File: src/rtl/gpio_in_conditioner.sv
// GPIO input conditioner: per-bit two-flop synchronizer, debounce filter,
// direction-gated edge pulses and a sticky pending-event mask handed to a
// consumer through a valid/ready acknowledge.
module gpio_in_conditioner #(
    parameter int GPIO_NUMBER = 32,
    parameter int DEBOUNCE_W  = 16
) (
    input  logic                   clk,
    input  logic                   rst_n,
    input  logic [GPIO_NUMBER-1:0] pad_i,
    input  logic [GPIO_NUMBER-1:0] dir_i,
    input  logic [DEBOUNCE_W-1:0]  debounce_limit_i,
    input  logic [GPIO_NUMBER-1:0] rise_en_i,
    input  logic [GPIO_NUMBER-1:0] fall_en_i,
    output logic [GPIO_NUMBER-1:0] gpio_o,
    output logic [GPIO_NUMBER-1:0] rise_o,
    output logic [GPIO_NUMBER-1:0] fall_o,
    output logic                   event_valid_o,
    output logic [GPIO_NUMBER-1:0] event_mask_o,
    input  logic                   event_ready_i
);

    localparam logic [DEBOUNCE_W-1:0] CNT_ONE = DEBOUNCE_W'(1);

    logic [GPIO_NUMBER-1:0] sync0_q, sync0_d;
    logic [GPIO_NUMBER-1:0] sync1_q, sync1_d;
    logic [GPIO_NUMBER-1:0] stable_q, stable_d;
    logic [GPIO_NUMBER-1:0] stable_dly_q, stable_dly_d;
    logic [GPIO_NUMBER-1:0] pending_q, pending_d;
    logic [DEBOUNCE_W-1:0]  cnt_q [GPIO_NUMBER];
    logic [DEBOUNCE_W-1:0]  cnt_d [GPIO_NUMBER];
    logic [GPIO_NUMBER-1:0] rise_w, fall_w, new_ev;
    logic                   valid_w;

    // Debounce: a mismatch must persist past L counted cycles before it is
    // committed. The compare is >= so a limit lowered below a running count
    // commits on the next mismatch instead of wrapping.
    always_comb begin
        sync0_d      = pad_i;
        sync1_d      = sync0_q;
        stable_d     = stable_q;
        stable_dly_d = stable_q;
        for (int i = 0; i < GPIO_NUMBER; i++) begin
            cnt_d[i] = '0;
            if (sync1_q[i] != stable_q[i]) begin
                if (cnt_q[i] >= debounce_limit_i) begin
                    stable_d[i] = sync1_q[i];
                end else begin
                    cnt_d[i] = cnt_q[i] + CNT_ONE;
                end
            end
        end
    end

    // Edge pulses are gated by the current direction; outputs are forced low
    // while reset is held so nothing leaks before the first reset edge.
    always_comb begin
        rise_w  = rst_n ? (stable_q & ~stable_dly_q & ~dir_i) : '0;
        fall_w  = rst_n ? (~stable_q & stable_dly_q & ~dir_i) : '0;
        valid_w = rst_n & (|pending_q);
        new_ev  = (rise_w & rise_en_i) | (fall_w & fall_en_i);
    end

    // Pending mask: an acknowledge clears old bits but keeps any edge that
    // arrives in the same cycle.
    always_comb begin
        if (valid_w && event_ready_i) begin
            pending_d = new_ev;
        end else begin
            pending_d = pending_q | new_ev;
        end
    end

    // State registers with synchronous active-low reset.
    always_ff @(posedge clk) begin
        if (!rst_n) begin
            sync0_q      <= '0;
            sync1_q      <= '0;
            stable_q     <= '0;
            stable_dly_q <= '0;
            pending_q    <= '0;
            for (int i = 0; i < GPIO_NUMBER; i++) begin
                cnt_q[i] <= '0;
            end
        end else begin
            sync0_q      <= sync0_d;
            sync1_q      <= sync1_d;
            stable_q     <= stable_d;
            stable_dly_q <= stable_dly_d;
            pending_q    <= pending_d;
            for (int i = 0; i < GPIO_NUMBER; i++) begin
                cnt_q[i] <= cnt_d[i];
            end
        end
    end

    // Output drive; gpio_o reports the filtered level for every bit.
    always_comb begin
        gpio_o        = rst_n ? stable_q : '0;
        rise_o        = rise_w;
        fall_o        = fall_w;
        event_valid_o = valid_w;
        event_mask_o  = rst_n ? pending_q : '0;
    end

endmodule

File: config.mk
export PLATFORM = sky130hd
export DESIGN_NAME = gpio_in_conditioner
export DESIGN_NICKNAME = d
export VERILOG_FILES = /design/src/rtl/gpio_in_conditioner.sv
export SDC_FILE = /design/constraint.sdc
export NUM_CORES = 2
export LEC_CHECK = 0
export BUFFER_PORTS_ARGS = -buffer_cell sky130_fd_sc_hd__buf_2
export CAP_MARGIN = 20
export CORE_MARGIN = 2
export CORE_UTILIZATION = 30
export CTS_BUF_LIST = sky130_fd_sc_hd__clkbuf_4
export DETAILED_ROUTE_END_ITERATION = 6
export GPL_TIMING_DRIVEN = 0
export SETUP_SLACK_MARGIN = 0.2
export SLEW_MARGIN = 20
export SYNTH_ARGS = -nofsm -noshare
export SYNTH_HDL_FRONTEND = slang
export SYNTH_SLANG_ARGS = --single-unit
File: constraint.sdc
create_clock -name clk -period 3.61 [get_ports clk]
set_input_delay 0.1805 -clock clk [delete_from_list [all_inputs] [get_ports clk]]
set_output_delay 0.1805 -clock clk [all_outputs]
set_load 0.01 [all_outputs]
==> results.py <==
metrics = {
    "global_routing": {
        "grt_overflow": 0,
        "antenna_found_initial": 15,
        "grt_start_max_net_pins": 28,
        "gr-usage-all-layers_pct": 18.7,
        "grt_pass1_vias": 32600,
        "grt_pass1_wl_mm": 187,
    },
    "worst_setup_path": {
        "cp_max_fo": 10,
        "cpPeakStageDelay_ps": 670,
        "worst_setup_path_end_kind": "output pin",
        "criticalPathCategory": "input port to output pin",
        "cp-start-kind": "input port",
        "critPathSlowestCell": "nor3_1",
        "cp.arrival_ps": 3090,
        "reg2reg_slack_ps": 550,
        "required_ps": 3430,
        "path_cells": "buf_2 > clkbuf_2 > clkbuf_1 > clkbuf_2 > nand2_1 > nor3_1 > buf_2",
    },
    "floorplanning": {
        "dieArea_mm2": 0.130,
        "core_area_mm2": 0.126,
        "die_x_um": 360,
        "start_util_pct": 30.2,
        "ioPinCount": 276,
        "die_y_um": 360,
        "rows": 130,
    },
    "clocking": {
        "clock-root-buffer": "clkbuf_4",
        "clkTransAtPathRegs_ps": 60,
        "cts_buffer_depth": 3,
        "cts.sinks": 672,
        "cts-htree-levels": 4,
        "clk_latency_ps": 1150,
        "cts_made_buffers": 188,
        "cts_tree": "yes",
    },
    "detailed_routing": {
        "via_per_inst": 4.99,
        "wirelength_mm": 123,
        "dr_total_vias": 34200,
        "drcViolationCount": 0,
        "drt_pass1_iterations": 5,
        "drt-initial-drc-count": 1977,
        "wire_per_inst_um": 18.0,
        "ant_nets": 0,
    },
    "sta": {
        "period_minus_slack_ps": 3270,
        "final_max_slew_viol_count": 0,
        "hold_slack_ps": 122,
        "fmax_mhz": 305,
        "grt_setup_unrepaired": "false",
        "setup_violations": 0,
        "fin_skew_ps": 87.3,
        "final-hold-violation-count": 0,
        "fin_crit_sh_pct": 90.7,
        "slew_headroom_pct": 15.0,
        "worstMarginPinSlew_ps": 1270,
    },
    "final_layout": {
        "final_nets": 5750,
        "syn_to_final_growth_pct": 21.8,
        "n_fill_cell": 12900,
        "drive_gt1_share_pct": 12.2,
        "multi_input_area_mm2": 0.0237,
        "mostFrequentLayoutCells": "dfxtp_1 (672), nor2_1 (557), ha_1 (544), nand2_1 (376), xor2_1 (281)",
        "final_cells": 6858,
        "seq_area_mm2": 0.0135,
        "final_common_cell": "dfxtp_1",
    },
    "yosys": {
        "yosys_warnings": 0,
        "synth_flop_cell": "dfxtp_1",
        "synthAdderAreaFrac_pct": 17.9,
        "synthMuxAreaShare_pct": 0.843,
        "ys_seq_elements": 672,
        "ys_async_sr_fraction_pct": 0,
        "synth_nets": 5074,
        "synth_simple_gate_area_share_pct": 25.4,
        "synth_cell_type_count": 53,
        "synth_compound_area_share_pct": 7.06,
        "syn_area_mm2": 0.0380,
        "synth_xor_area_share_pct": 11.0,
        "synth-edff-count": 0,
        "ys_seq_area_share_pct": 35.4,
        "syn_inst": 4383,
        "synth_top_family_by_area": "simple AND/OR/NAND/NOR gates",
        "syn_avg_cell_area_um2": 8.67,
    },
    "power": {
        "p_leak_uw": 0.0190,
        "irDropWorstVdd_v": 0.000272,
        "power.total_uw": 15800,
        "cellPowerDensity_mw_per_mm2": 340,
    },
    "hold_path": {
        "hold_path.class": "input port to flip-flop",
    },
    "job": {
        "drv_cap": 0,
    },
    "place": {
        "place.gp.congestion": 0.877,
        "dp.cells": 6327,
        "io_buffers": 275,
        "dp_hpwl_mm": 87.4,
    },
    "run_status": {
        "outcome": "complete, no violations",
    },
}
==> synth_stat cells, types with 3 or more instances <==
cell       number  area, um2
dfxtp_1       672      13500
nor2_1        557       2090
ha_1          544       6810
nand2_1       376       1410
xor2_1        281       2460
a21oi_1       276       1380
nand3_1       229       1150
nor3_1        211       1060
xnor2_1       197       1730
inv_1         165        619
nand4_1       141        882
and2_1        106        663
o21ai_0        89        445
clkbuf_1       72        270
nand3b_1       64        480
and3_1         59        369
nor2b_1        48        300
and4_1         34        298
o211ai_1       33        248
mux2i_1        32        320
nor4_1         32        200
nor4bb_1       32        320
nand2b_1       22        138
a2111o_1       16        180
a211oi_1       15        113
or3_1           8       50.1
a221oi_1        7       61.3
nor4b_1         7       61.3
a31oi_1         6       37.5
a32oi_1         5       43.8
nand4b_1        5       43.8
or3b_2          4       35.0
or4_1           4       30.0
a2111oi_0       3       26.3
a21boi_0        3       22.5
a21o_1          3       22.5
o21a_1          3       22.5
or4b_2          3       30.0
==> area by class of cell <==
cell class	instances	area share [%]
multi-input combinational	3471	51.1
sequential	672	29.1
timing repair buffer	486	8.09
tap	1650	4.46
clock buffer	254	4.12
inverter	165	1.42
clock inverter	74	0.997
buffer	75	0.673
antenna	11	0.0594
==> stage by stage <==
| step | TNS (ps) | setup slack, ps | utilization, % | area, um2 |
|---|---|---|---|---|
| 2_1_floorplan | 0 | 1060 | - | 38000 |
| 3_3_place_gp | -288880 | -1110 | 33.0 | 41500 |
| 3_5_place_dp | -320 | -320 | 33.4 | 42000 |
| 4_1_cts | 0 | 327 | 36.8 | 46300 |
| 5_1_grt | 0 | 350 | 36.8 | 46300 |
| 6_report | 0 | 336 | 36.8 | 46300 |
==> final timing paths <==
| check | startpoint | end | cells after the start |
|---|---|---|---|
| min | rst_n | stable_dly_d[31]$_SDFFE_PN0P_ | 4 |
| max | rst_n | rise_o[12] | 7 |
| min reg2reg | sync0_q[18]$_SDFF_PN0_ | sync1_q[18]$_SDFF_PN0_ | 1 |
| max reg2reg | cnt_q[1][43]$_SDFF_PP0_ | cnt_q[1][34]$_SDFF_PP0_ | 9 |
==> state kept, by name (all words and copies together), names as in the netlist <==
name / count
cnt_q: 512
pending_q: 32
stable_dly_d: 32
stable_dly_q: 32
sync0_q: 32
sync1_q: 32
==> routing by layer <==
metal	global-route usage, %	vias to the layer above	share of wire (%)
met1	25.2	15900	46
met4	7.25	0	3.1
met5	0	-	0
met2	27.7	1190	41
li1	-	16900	-
met3	5.79	222	9.9
==> kinds of logic (layout without fill, tap and decap cells) <==
| group | Yosys count | after routing |
|---|---|---|
| buffers and inverters | 240 | 1054 |
| xor gates and xnor gates | 478 | 478 |
| AOI/OAI and AO/OA | 469 | 469 |
| muxes | 32 | 32 |
| other | 0 | 11 |
| adders and majority gates | 544 | 544 |
| DFF | 672 | 672 |
| and+or+nand+nor | 1948 | 1948 |
==> repair_timing <==
item,CTS,global route
pin swaps,0,0
endpoints found under the setup margin,16,8
hold endpoints to repair,129,0
setup buffers,1,0
hold buffers,190,0
resized for setup,2,6
==> critical path: cells and delay by family <==
family	cells	cell delay (ps)
buffers and inverters	5	2010
AND/OR/NAND/NOR	2	870
==> where the power goes <==
group | internal (uW) | switching [uW] | total, uW
registers | 7460 | 30.7 | 7490
clock network | 3570 | 3540 | 7110
logic | 429 | 719 | 1150
Note: power is estimated with default switching activity, not from simulation.
